`config.mk`:
```
export PLATFORM = sky130hd
export DESIGN_NAME = fpadd_sched
export DESIGN_NICKNAME = d
export VERILOG_FILES = /design/src/rtl/fpadd_sched.sv
export SDC_FILE = /design/constraint.sdc
export NUM_CORES = 1
export LEC_CHECK = 0
export BUFFER_PORTS_ARGS = -buffer_cell sky130_fd_sc_hd__clkbuf_2
export CAP_MARGIN = 25
export CORE_AREA = 3 3 155 157
export CTS_BUF_LIST = sky130_fd_sc_hd__clkbuf_8 sky130_fd_sc_hd__clkbuf_16
export DETAILED_ROUTE_END_ITERATION = 10
export DIE_AREA = 0 0 158 160
export GPL_TIMING_DRIVEN = 1
export PLACE_DENSITY_LB_ADDON = 0.05
export REMOVE_ABC_BUFFERS = 1
export SLEW_MARGIN = 20
export SYNTH_ARGS = -nofsm -noshare
export SYNTH_HDL_FRONTEND = slang
export SYNTH_SLANG_ARGS = --single-unit
```
`constraint.sdc`:
```
create_clock -name clk -period 4.5 [get_ports clk]
set_input_delay 0.225 -clock clk [delete_from_list [all_inputs] [get_ports clk]]
set_output_delay 0.225 -clock clk [all_outputs]
set_load 0.05 [all_outputs]
```
`src/rtl/fpadd_sched.sv`:
```
// rtl/fpadd_sched.sv - round-robin scheduler sharing one multi-cycle fpadd unit
// Grants one requester at a time, drives the adder and returns its result or a timeout.
module fpadd_sched #(
   parameter int N_REQ   = 4,
   parameter int WIDTH   = 32,
   parameter int TIMEOUT = 15
) (
   input  logic                   clk,
   input  logic                   reset_n,
   input  logic [N_REQ-1:0]       req_valid,
   input  logic [N_REQ*WIDTH-1:0] req_dataa,
   input  logic [N_REQ*WIDTH-1:0] req_datab,
   output logic [N_REQ-1:0]       resp_valid,
   output logic [WIDTH-1:0]       resp_result,
   output logic                   resp_err,
   output logic                   busy,
   output logic                   add_reset,
   output logic [WIDTH-1:0]       add_dataa,
   output logic [WIDTH-1:0]       add_datab,
   input  logic [WIDTH-1:0]       add_result,
   input  logic                   add_done
);

   localparam int IW = (N_REQ > 1) ? $clog2(N_REQ) : 1;
   localparam int CW = $clog2(TIMEOUT + 1);

   localparam logic [1:0] S_IDLE  = 2'd0;
   localparam logic [1:0] S_START = 2'd1;
   localparam logic [1:0] S_WAIT  = 2'd2;
   localparam logic [1:0] S_RESP  = 2'd3;

   localparam logic [WIDTH-1:0] QNAN = WIDTH'(32'h7fc00000);

   logic [1:0]       r_state;
   logic [IW-1:0]    r_rr;
   logic [IW-1:0]    r_grant;
   logic [WIDTH-1:0] r_dataa;
   logic [WIDTH-1:0] r_datab;
   logic [WIDTH-1:0] r_result;
   logic             r_err;
   logic [CW-1:0]    r_cnt;

   logic             w_found;
   logic [IW-1:0]    w_pick;
   logic [IW:0]      w_cand;
   logic [IW:0]      w_next;

   // First pending request at or above the rr pointer, wrapping at N_REQ.
   always_comb begin
      w_found = 1'b0;
      w_pick  = '0;
      w_cand  = '0;
      for (int k = 0; k < N_REQ; k++) begin
         w_cand = {1'b0, r_rr} + (IW+1)'(k);
         if (w_cand >= (IW+1)'(N_REQ))
            w_cand = w_cand - (IW+1)'(N_REQ);
         if (!w_found && req_valid[w_cand[IW-1:0]]) begin
            w_found = 1'b1;
            w_pick  = w_cand[IW-1:0];
         end
      end
   end

   always_comb begin
      w_next = {1'b0, r_grant} + (IW+1)'(1);
      if (w_next >= (IW+1)'(N_REQ))
         w_next = '0;
   end

   always_ff @(posedge clk or negedge reset_n) begin
      if (!reset_n) begin
         r_state  <= S_IDLE;
         r_rr     <= '0;
         r_grant  <= '0;
         r_dataa  <= '0;
         r_datab  <= '0;
         r_result <= '0;
         r_err    <= 1'b0;
         r_cnt    <= '0;
      end else begin
         case (r_state)
            S_IDLE: begin
               if (w_found) begin
                  r_grant <= w_pick;
                  r_dataa <= req_dataa[w_pick*WIDTH +: WIDTH];
                  r_datab <= req_datab[w_pick*WIDTH +: WIDTH];
                  r_state <= S_START;
               end
            end
            S_START: begin
               r_cnt   <= '0;
               r_state <= S_WAIT;
            end
            S_WAIT: begin
               if (add_done) begin
                  r_result <= add_result;
                  r_err    <= 1'b0;
                  r_state  <= S_RESP;
               end else if (r_cnt == CW'(TIMEOUT - 1)) begin
                  r_result <= QNAN;
                  r_err    <= 1'b1;
                  r_state  <= S_RESP;
               end else begin
                  r_cnt <= r_cnt + CW'(1);
               end
            end
            default: begin
               r_rr    <= w_next[IW-1:0];
               r_state <= S_IDLE;
            end
         endcase
      end
   end

   always_comb begin
      resp_valid = '0;
      if (r_state == S_RESP)
         resp_valid[r_grant] = 1'b1;
   end

   // The adder is held in reset everywhere but WAIT, so its done is only seen there.
   assign add_reset   = (r_state != S_WAIT);
   assign busy        = (r_state != S_IDLE);
   assign add_dataa   = r_dataa;
   assign add_datab   = r_datab;
   assign resp_result = r_result;
   assign resp_err    = r_err;

endmodule

```
-- Yosys cells after proc, flatten, opt, wreduce, memory -nomap -nowiden
Index checks and enable logic that the tools add are counted.
Widths: inputs -> output; s select.
- $add $sub $neg: 9
- multiply operators: 0
- div/mod/pow operators: 0
- magnitude comparators: 11
- equality and inequality tests: 9
- shifts and indexed selects: 2
- mux-type cells: 35
- bitwise operators: 0
- reduce and logical (&&, ||, !) cells: 16
- operators with widths (cell ; count):
    $shiftx 128x8->32 ; 2
    $mux 32 ; 2
    $mux 2 ; 12
    $lt 2x3->1 const B ; 5
    $ge 3x3->1 const B ; 4
    $mux 4 ; 3
    $mux 1 ; 11
    $bmux 1 s2 ; 4
    $ne 2x2->1 const B ; 4
    $pmux 4 s2 ; 1
    $sub 2x1->2 const B ; 4
    $add 2x1->3 const B ; 2
    $add 2x2->3 const B ; 2
    $pmux 2 s3 ; 1
    $reduce_and 2->1 ; 3
    $reduce_bool 2->1 ; 3
    $add 4x1->4 const B ; 1
    $eq 2x2->1 const B ; 2
    $eq 4x4->1 const B ; 1
    $logic_and 1x1->1 ; 4
    $ge 2x3->1 const B ; 1
    $logic_not 1->1 ; 3
    $ne 3x3->1 const B ; 1
    $reduce_and 3->1 ; 1
    other kinds (5) ; 5
- bits in registers: 107
- latch bits: 0
- memory bits (writable): 0
- bits in read-only memories: 0
- input port bits: 295
- word-level logic and storage cells: 90
- memories: 0

-- Longest topological paths before layout
Gate-level depths: netlist of run 1.
- word-level depth: 16
- depth in mapped cells: 7
- mapped depth without buffers: 7

-- Worst setup path after synthesis of run 1
OpenSTA, ideal clock, no wires.
- path kind: flip-flop to flip-flop
- start: register r_state[0]
- end: register r_datab[16] (netlist: add_datab[16])
- arrival: 1.802 ns
- setup slack: 2.553 ns
- stages on the path, launching flop included: 8
- period minus slack after synthesis: 1.947 ns
- cell sequence: dfrtp_1 inv_1 ha_1 inv_1 nor2_1 o21ai_2 clkbuf_1 o221ai_1
- longest elaborated chain between the ends: 2
- RTL lines (element ; RTL line ; text):
    start, declared ; 34 ; logic [1:0] r_state;
    start signal, assigned ; 72 ; r_state <= S_IDLE;
    start signal, assigned ; 87 ; r_state <= S_START;
    start signal, assigned ; 92 ; r_state <= S_WAIT;
    $logic_not 2->1 ; 81 ; case (r_state)
    $reduce_and 2->1 (no line) ; - ;
    end signal, assigned ; 86 ; r_datab <= req_datab[w_pick*WIDTH +: WIDTH];
    end, declared ; 38 ; logic [WIDTH-1:0] r_datab;
No other way between the ends.
A chain may end at the register's enable or synchronous reset.

-- Worst setup path after layout of run 1
- start: register r_rr[1]
- end: register r_dataa[0] (netlist: add_dataa[0])
- longest elaborated chain between the ends: 15
- RTL lines (element ; RTL line ; text):
    start, declared ; 35 ; logic [IW-1:0] r_rr;
    start signal, assigned ; 108 ; r_rr <= w_next[IW-1:0];
    parallel branches: the longest is 15 deep, another holds $add 2x1->3 ; - ;
    end signal, assigned ; 85 ; r_dataa <= req_dataa[w_pick*WIDTH +: WIDTH];
    end, declared ; 37 ; logic [WIDTH-1:0] r_dataa;
Several ways; the timed one is not identified. The select of a mux whose other input is x is not followed.

==> results of run 1 <==
==> routing by layer <==
layer	vias to the layer above	wire length (um)	global-route usage
met4	0	247	0.0399
met2	236	12000	0.318
li1	2691	-	-
met1	2699	8430	0.189
met3	15	1820	0.0499
met5	-	0	0
==> kinds of logic (layout without fill, tap and decap cells) <==
| group | Yosys count | after routing |
|---|---|---|
| compound gates | 109 | 109 |
| xor+xnor | 2 | 2 |
| fa+ha+maj | 11 | 11 |
| buf+inv | 55 | 434 |
| flops | 107 | 107 |
| mux | 132 | 132 |
| other cells | 0 | 1 |
| simple gates | 105 | 105 |
==> worst max-delay path by stage <==
stage / startpoint / endpoint / slack [ns] / depth (start not counted)
2_1_floorplan: r_rr[1] / add_dataa[10] / -0.94 / 5
3_3_place_gp: r_rr[1] / add_datab[3] / 2.05 / 5
3_5_place_dp: r_rr[1] / add_dataa[0] / 1.97 / 5
4_1_cts: r_rr[1] / add_dataa[0] / 1.95 / 5
5_1_grt: r_rr[1] / add_datab[16] / 1.80 / 5
6_report: r_rr[1] / add_dataa[0] / 1.99 / 5
==> worst max-delay path, stage by stage, from the launching register on <==
cell      delay (ns)
dfrtp_1         0.44
nor3b_1         0.21
a211oi_1        0.13
o21ai_4         0.69
buf_4           0.61
o221ai_1        0.22
==> placed cells by master (no fill, tap or decap), types with 3 or more instances in the layout <==
master / count
a21oi_1: 4
mux2_2: 3
nor2_1: 18
clkbuf_2: 396
inv_1: 14
buf_4: 5
nand2_1: 68
a22o_1: 24
a31oi_1: 7
ha_1: 11
dfrtp_1: 107
clkbuf_16: 9
mux2i_1: 129
and2_1: 5
o221ai_2: 22
o221ai_1: 42
==> stage by stage <==
step,hold WS (ns),worst slack [ns],instance area [um^2]
final,0.0783,1.99,8470
after global routing,0.0599,1.80,8470
after CTS,0.0566,1.95,8460
after detailed placement,0.333,1.97,8150
after global placement,0.333,2.05,8150
after floorplan,-0.0706,-0.941,5710
==> state kept, by name, indices dropped and copies added (netlist names) <==
name	flops
add_dataa	32
add_datab	32
resp_result	32
r_cnt	4
r_grant	2
r_rr	2
r_state	2
resp_err	1
==> power groups by stage <==
stage               combinational (mW)  clock, mW  sequential [mW]
global placement                  4.07          0             1.71
CTS                               4.12      0.884             1.71
detailed placement                4.12          0             1.72
floorplan                         1.77          0             3.13
finish                            4.04      0.841             1.70
global route                      4.33      0.917             1.77
==> final cells by class <==
| class | instances | area, um^2 |
|---|---|---|
| Fill cell | 2354 | 14200 |
| Multi-Input combinational cell | 359 | 3000 |
| Sequential cell | 107 | 2680 |
| Timing Repair Buffer | 404 | 2070 |
| Tap cell | 285 | 357 |
| Clock buffer | 9 | 225 |
| Clock inverter | 7 | 83.8 |
| Inverter | 14 | 52.6 |
| Antenna cell | 1 | 2.50 |
==> impl_metrics.py, run 1 <==
metrics = {
    "global_routing": {
        "grt_overflow": 0,
        "grt_max_degree": 67,
        "track_usage": 0.171,
        "antenna_found_initial": 1,
        "grt_pass1_vias": 6156,
        "grt_pass1_wl_um": 33900,
    },
    "finish": {
        "finalNonFillerCells": 1186,
        "fin_nets": 1201,
        "syn_to_final_growth_pct": 41.4,
        "drive_gt1_frac": 0.500,
        "final_util": 0.374,
    },
    "floorplan": {
        "io_pins": 398,
        "dieArea_um2": 25300,
        "core_um2": 22600,
        "rows": 55,
        "initial_core_util": 0.264,
        "die_h_um": 160,
        "die_w_um": 158,
    },
    "power": {
        "power_density_nw_per_um2": 778,
        "vdd_drop_max_uv": 461,
        "combPwrFrac": 0.614,
        "p_int_mw": 3.07,
        "p_clk_frac": 0.128,
        "swShare": 0.535,
        "power_mw": 6.59,
        "seq_power_share": 0.258,
        "p_leak_nw": 4.65,
        "p_sw_mw": 3.52,
    },
    "setup_path": {
        "startpoint_type": "flip-flop",
        "crit_path_end_kind": "flip-flop",
        "worstSetupPathType": "flip-flop to flip-flop",
        "worstReg2RegEnd": "add_dataa[0]",
        "reg2regPathDepth": 5,
        "timing.rr.start": "r_rr[1]",
        "crit_arrival_ns": 2.69,
        "r2r_slack_ns": 1.99,
        "worstPathRequired_ns": 4.68,
        "cp_max_fo": 38,
    },
    "sta": {
        "setup_viol": 0,
        "grt_setup_unrepaired": "no",
        "hold_viol": 0,
        "slew_viol_final": 0,
        "fin_crit_ns": 2.51,
        "worst_pin_slew_ns": 0.946,
        "fin_crit_sh": 0.559,
        "fin_skew_ns": 0.00770,
        "achievable-frequency_ghz": 0.398,
        "final.setup.tns_ns": 0,
        "slew_headroom": 0.369,
    },
    "clock_network": {
        "htree_levels": 3,
        "cts.path.max_buffers": 2,
        "cts_tree": "yes",
        "cts_setup_buffers": 0,
        "insertion_delay_ns": 0.35,
        "cts_sinks": 107,
        "cts_buffers": 9,
        "ctsResizeCount": 0,
        "root_buffer": "clkbuf_16",
        "ctsHoldBuffers": 1,
        "clk_pin_slew_worst_paths_ns": 0.08,
    },
    "synth": {
        "synth_warnings": 0,
        "netlist_area_um2": 5990,
        "yosysTopAreaCellShare": 0.447,
        "synthCells": 521,
        "ys.flop_type": "dfrtp_1",
        "ys_types": 36,
        "synth_xor_area_frac": 0.00293,
        "async_flop_share": 1.00,
        "synth_compound_area_frac": 0.175,
        "synth_mux_area_frac": 0.221,
        "synthSimpleGateAreaFrac": 0.0761,
        "avgSynthCellArea_um2": 11.5,
        "synth-edff-count": 0,
        "synthAdderAreaFrac": 0.0230,
        "ys_ff_latch": 107,
        "yosysMostFrequentCell": "mux2i_1",
        "synth_top_area_cell": "dfrtp_1",
        "synthTopCellsByArea": "dfrtp_1, mux2i_1, o221ai_1",
        "synth_top_family_by_area": "multiplexers",
        "synth_commonest_cells": "mux2i_1, dfrtp_1, nand2_1, o221ai_1, a22o_1",
        "synth-seq-area-share": 0.447,
    },
    "hold_path": {
        "whs_path_depth": 2,
        "min_to": "resp_result[22]",
        "hp-start": "add_result[22]",
        "hp-class": "input port to flip-flop",
    },
    "job": {
        "cap_viol_max_count": 0,
    },
    "placement": {
        "io_buffers": 397,
        "dp_hpwl_um": 17700,
        "dp_cells": 1168,
        "place.gp.congestion": 0.758,
    },
    "route": {
        "drc_errors": 0,
        "wirelength_um": 22500,
        "detail_route.vias_per_cell": 4.76,
        "ant_nets": 0,
        "dr_total_vias": 5641,
        "dr.pass1.iters": 4,
        "drt-initial-drc-count": 212,
        "routedWlPerCell_um": 18.9,
    },
    "outcome": {
        "status": "finished clean",
    },
}
(Power assumes the default switching activity.)
==> run 2, diff against run 1 <==
ABC_AREA = 1   (was default)
CORE_AREA = 3 3 152 154   (was 3 3 155 157)
DIE_AREA = 0 0 155 157   (was 0 0 158 160)
clock period = 2.5 ns   (was 4.5 ns; I/O delays follow)
==> run 2 against run 1 <==
Clock skew increased by 0.0022 ns. Fmax up 15%. Synthesized area is 21% higher. Critical endpoint is now add_dataa[1].
==> impl_metrics.py, run 2 <==
metrics = {
    "synth": {
        "synth_top_family_by_area": "simple AND/OR/NAND/NOR gates",
        "synth_compound_area_frac": 0.0978,
        "ys.flop_type": "dfrtp_1",
        "synthSimpleGateAreaFrac": 0.348,
        "synthCells": 1086,
        "yosysMostFrequentCell": "nand2_1",
        "synth-seq-area-share": 0.369,
        "synth_commonest_cells": "nand2_1, inv_1, dfrtp_1, nand3_1, nand4_1",
        "yosysTopAreaCellShare": 0.369,
        "avgSynthCellArea_um2": 6.68,
        "synth_mux_area_frac": 0,
        "async_flop_share": 1.00,
        "synth-edff-count": 0,
        "ys_ff_latch": 107,
        "synth_top_area_cell": "dfrtp_1",
        "synth_xor_area_frac": 0.00241,
        "synth_warnings": 0,
        "netlist_area_um2": 7260,
        "ys_types": 29,
        "synthTopCellsByArea": "dfrtp_1, nand2_1, inv_1",
        "synthAdderAreaFrac": 0.0190,
    },
    "route": {
        "dr_wl_met3_um": 1790,
        "wl_met1_um": 10800,
        "wirelength_um": 27200,
        "ant_nets": 0,
        "drc_errors": 0,
        "top_layer_used": "met5",
        "routedWlPerCell_um": 15.3,
        "routed-wl-met2_um": 14200,
        "dr_total_vias": 7999,
        "drt-initial-drc-count": 332,
        "dr.pass1.iters": 4,
        "detail_route.vias_per_cell": 4.51,
    },
    "clock_network": {
        "htree_levels": 3,
        "cts_sinks": 107,
        "clk_pin_slew_worst_paths_ns": 0.08,
        "root_buffer": "clkbuf_16",
        "cts.path.max_buffers": 2,
        "cts_tree": "yes",
        "cts_setup_buffers": 0,
        "cts_buffers": 9,
        "insertion_delay_ns": 0.35,
    },
    "global_routing": {
        "grt_overflow": 0,
        "grt_max_degree": 75,
        "track_usage": 0.216,
        "grt_pass1_wl_um": 41800,
        "antenna_found_initial": 3,
        "grt_pass1_vias": 7888,
    },
    "floorplan": {
        "core_um2": 21800,
        "die_h_um": 157,
        "die_w_um": 155,
        "io_pins": 398,
        "dieArea_um2": 24300,
        "rows": 54,
        "initial_core_util": 0.333,
    },
    "finish": {
        "fin_nets": 1788,
        "layout_common_cells": "clkbuf_2, nand2_1, inv_1",
        "drive_gt1_frac": 0.313,
        "final_common_cell": "clkbuf_2",
        "syn_to_final_growth_pct": 39.4,
    },
    "placement": {
        "place.gp.congestion": 0.849,
        "dp_hpwl_um": 20600,
        "io_buffers": 397,
    },
    "setup_path": {
        "crit_arrival_ns": 2.42,
        "crit_chain": "inv_4, nand2_1, nand3_1, nand2_2, nor2_4, nand3_4, nand3_4, buf_4, nand2_1, nand3_1, nand2_1, nand2_1, nand2_1",
        "max_stage_delay_ns": 0.49,
        "worstSetupPathType": "flip-flop to flip-flop",
        "cp_common_cell": "nand2_1",
        "crit_path_end_kind": "flip-flop",
        "worstPathRequired_ns": 2.74,
        "startpoint_type": "flip-flop",
        "cpMaxStageDelayCell": "dfrtp_2",
        "reg2regPathDepth": 13,
        "cp_max_fo": 19,
    },
    "sta": {
        "grt_setup_unrepaired": "no",
        "slew_viol_final": 0,
        "fin_skew_ns": 0.00991,
        "final.setup.tns_ns": 0,
        "achievable-frequency_ghz": 0.459,
        "fin_crit_sh": 0.872,
        "slew_headroom": 0.567,
        "fin_crit_ns": 2.18,
        "worst_pin_slew_ns": 0.649,
        "setup_viol": 0,
        "whs_ns": 0.0281,
        "hold_viol": 0,
    },
    "job": {
        "cap_viol_max_count": 0,
    },
    "power": {
        "p_leak_nw": 6.22,
        "power_mw": 16.8,
        "vdd_drop_max_uv": 1090,
        "power_density_nw_per_um2": 1660,
    },
    "hold_path": {
        "whs_path_depth": 2,
        "hp-class": "input port to flip-flop",
    },
    "outcome": {
        "status": "finished clean",
    },
}
-- run 2: final timing paths --
| kind | start | endpoint | slack, ns |
|---|---|---|---|
| max in group asynchronous | reset_n | add_datab[0] | 1.35 |
| setup reg to reg | r_rr[0] | add_dataa[1] | 0.32 |
| min in group asynchronous | reset_n | add_datab[30] | 0.34 |
| hold reg to reg | add_dataa[6] | add_dataa[6] | 0.48 |
| setup / recovery | r_rr[0] | add_dataa[1] | 0.32 |
| hold / removal | add_result[31] | resp_result[31] | 0.03 |
-- run 2: final cells by class --
cell class                 instances  area [um^2]
fill                            2355        11700
multi-input combinational        700         3400
sequential                       107         2680
timing repair buffer             452         2560
inverter                         212          798
tap                              280          350
clock buffer                      10          239
clock inverter                     6         80.1
antenna                            5         12.5
-- run 2: timing repair --
item	CTS	global route
hold buffers	32	0
endpoints found under the setup margin	0	1
endpoints found under the hold margin	75	0
resized for setup	0	1
-- run 2: routing by layer --
layer / vias up / track usage
met5: - / 0
met4: 2 / 0.0538
met3: 20 / 0.0599
met2: 234 / 0.393
met1: 3575 / 0.252
li1: 4168 / -
-- run 2: worst max-delay path: cells and delay by family, from the launching register on --
family                 cells  cell delay (ns)
and+or+nand+nor           11             1.15
buffers and inverters      2             0.42
DFF                        1             0.49
-- run 2: cell families (layout without fill, tap and decap cells) --
kind of cell | after synthesis | count (layout)
xor gates and xnor gates | 2 | 2
other | 0 | 5
buffers and inverters | 279 | 680
DFF | 107 | 107
and+or+nand+nor | 570 | 570
AOI/OAI and AO/OA | 117 | 117
adders and majority gates | 11 | 11
-- run 2: metrics by stage --
step	utilization	cell area [um^2]	cells	worst slack (ns)
finish	0.464	10100	1772	0.320
global route	0.463	10100	1769	0.102
CTS	0.463	10100	1767	0.241
detailed placement	0.434	9470	1719	0.265
global placement	0.434	9470	1719	0.305
floorplan	-	6860	1019	-2.48
-- run 2: power breakdown --
group	internal [mW]	switching, mW
sequential	2.59	0.519
combinational	3.50	8.62
clock	0.830	0.730
==> run 3, diff against run 2 <==
REMOVE_ABC_BUFFERS = default   (was 1)
==> run 3 against run 2 <==
Core utilization about the same. Combinational power grew 4%. Via count increased by 1.6%. Critical endpoint is now add_datab[7]. Largest cell class unchanged.
==> impl_metrics.py, run 3 (synthesis gave the netlist of run 2 again) <==
metrics = {
    "setup_path": {
        "crit_path_end_kind": "flip-flop",
        "timing.rr.start": "r_rr[0]",
        "crit_chain": "inv_4, nand2_2, nand2_2, nand2_1, nand2_2, nor2_4, nand3_4, buf_4, nand4_1, nand3_1, nand2_1, nand2_1, nand2_1",
        "worstReg2RegEnd": "add_datab[7]",
        "cp_common_cell": "nand2_1",
        "worstSetupPathType": "flip-flop to flip-flop",
        "max_stage_delay_ns": 0.49,
        "cp_max_fo": 48,
        "startpoint_type": "flip-flop",
        "cp.buffers_inverters": 2,
        "reg2regPathDepth": 13,
        "cpMaxStageDelayCell": "dfrtp_2",
        "worstPathRequired_ns": 2.75,
        "crit_arrival_ns": 2.52,
        "cp_top_family": "simple AND/OR/NAND/NOR gates",
        "r2r_slack_ns": 0.22,
    },
    "finish": {
        "fin_area_um2": 10100,
        "layout_common_cells": "clkbuf_2, nand2_1, inv_1",
        "diodes": 0,
        "syn_to_final_growth_pct": 39.4,
        "drive_gt1_frac": 0.314,
        "fin_nets": 1788,
        "final_util": 0.464,
        "final_common_cell": "clkbuf_2",
        "finalNonFillerCells": 1767,
    },
    "floorplan": {
        "dieArea_um2": 24300,
        "die_w_um": 155,
        "rows": 54,
        "io_pins": 398,
        "die_h_um": 157,
        "core_um2": 21800,
        "initial_core_util": 0.333,
    },
    "hold_path": {
        "whs_path_depth": 2,
        "hp-start": "add_result[24]",
        "min_to": "resp_result[24]",
        "hp-class": "input port to flip-flop",
    },
    "sta": {
        "fin_crit_ns": 2.28,
        "worst_pin_slew_ns": 0.743,
        "whs_ns": 0.0136,
        "final.setup.tns_ns": 0,
        "fin_skew_ns": 0.0123,
        "hold_viol": 0,
        "achievable-frequency_ghz": 0.439,
        "grt_setup_unrepaired": "no",
        "slew_viol_final": 0,
        "slew_headroom": 0.504,
        "fin_crit_sh": 0.910,
        "setup_viol": 0,
    },
    "placement": {
        "place.gp.congestion": 0.919,
        "dp_hpwl_um": 20600,
        "dp_cells": 1716,
        "place_area_um2": 9420,
        "io_buffers": 397,
    },
    "clock_network": {
        "cts_sinks": 107,
        "clk_pin_slew_worst_paths_ns": 0.08,
        "cts.path.max_buffers": 2,
        "cts_buffers": 9,
        "root_buffer": "clkbuf_16",
        "insertion_delay_ns": 0.36,
        "htree_levels": 3,
        "cts_tree": "yes",
    },
    "route": {
        "dr.pass1.iters": 5,
        "dr_total_vias": 8130,
        "wirelength_um": 27500,
        "routedWlPerCell_um": 15.6,
        "ant_nets": 0,
        "drt-initial-drc-count": 362,
        "drc_errors": 0,
        "detail_route.vias_per_cell": 4.60,
    },
    "global_routing": {
        "grt_max_degree": 86,
        "track_usage": 0.216,
        "grt_pass1_wl_um": 42400,
        "grt_pass1_vias": 8034,
        "grt_overflow": 0,
        "antenna_found_initial": 0,
    },
    "power": {
        "power_density_nw_per_um2": 1690,
        "vdd_drop_max_uv": 990,
        "p_leak_nw": 6.21,
    },
    "outcome": {
        "status": "finished clean",
    },
    "job": {
        "cap_viol_max_count": 0,
    },
    "synth": {
        "syn-num-nets": 1392,
    },
}
run 3: cell type report:
type                    count  area, um^2
clock buffers              10         239
multi-input cells         702        3430
inverters                 212         801
well taps                 280         350
repair buffers            450        2560
fillers                  2341       11700
flip-flops and latches    107        2680
clock inverters             6        62.6
run 3: per-layer routing:
metal | wire length (um) | global-route usage | vias up
met5 | 0 | 0 | -
met4 | 587 | 0.0669 | 0
met3 | 1980 | 0.0412 | 33
met2 | 13200 | 0.366 | 326
met1 | 11800 | 0.281 | 3601
li1 | - | - | 4170
run 3: what timing repair did:
item / CTS / global route
pin swaps: 0 / 2
cloned: 0 / 2
resized for setup: 2 / 11
setup endpoints to repair: 59 / 60
endpoints found under the hold margin: 67 / 0
setup buffers: 0 / 1
hold buffers: 32 / 0
run 3: where the power goes:
group / internal (mW) / leakage, nW / switching [mW]
clock: 0.733 / 0.148 / 0.750
combinational: 3.62 / 4.75 / 8.94
sequential: 2.59 / 1.32 / 0.506
run 3: worst max-delay path by stage:
| stage | start | end | slack [ns] | depth (start not counted) |
|---|---|---|---|---|
| after global placement | r_rr[0] | add_dataa[24] | -0.03 | 12 |
| after CTS | r_rr[0] | add_dataa[24] | 0.03 | 11 |
| final | r_rr[0] | add_datab[7] | 0.22 | 13 |
| after global routing | r_rr[0] | add_datab[7] | 0.01 | 13 |
| after floorplan | r_rr[0] | add_datab[22] | 0.67 | 15 |
| after detailed placement | r_rr[0] | add_dataa[24] | -0.05 | 12 |
run 3: stage by stage:
step,total power [mW],setup slack [ns]
finish,17.1,0.224
global placement,15.5,-0.0340
global route,18.7,0.0138
floorplan,12.6,0.670
CTS,17.1,0.0257
detailed placement,15.5,-0.0505
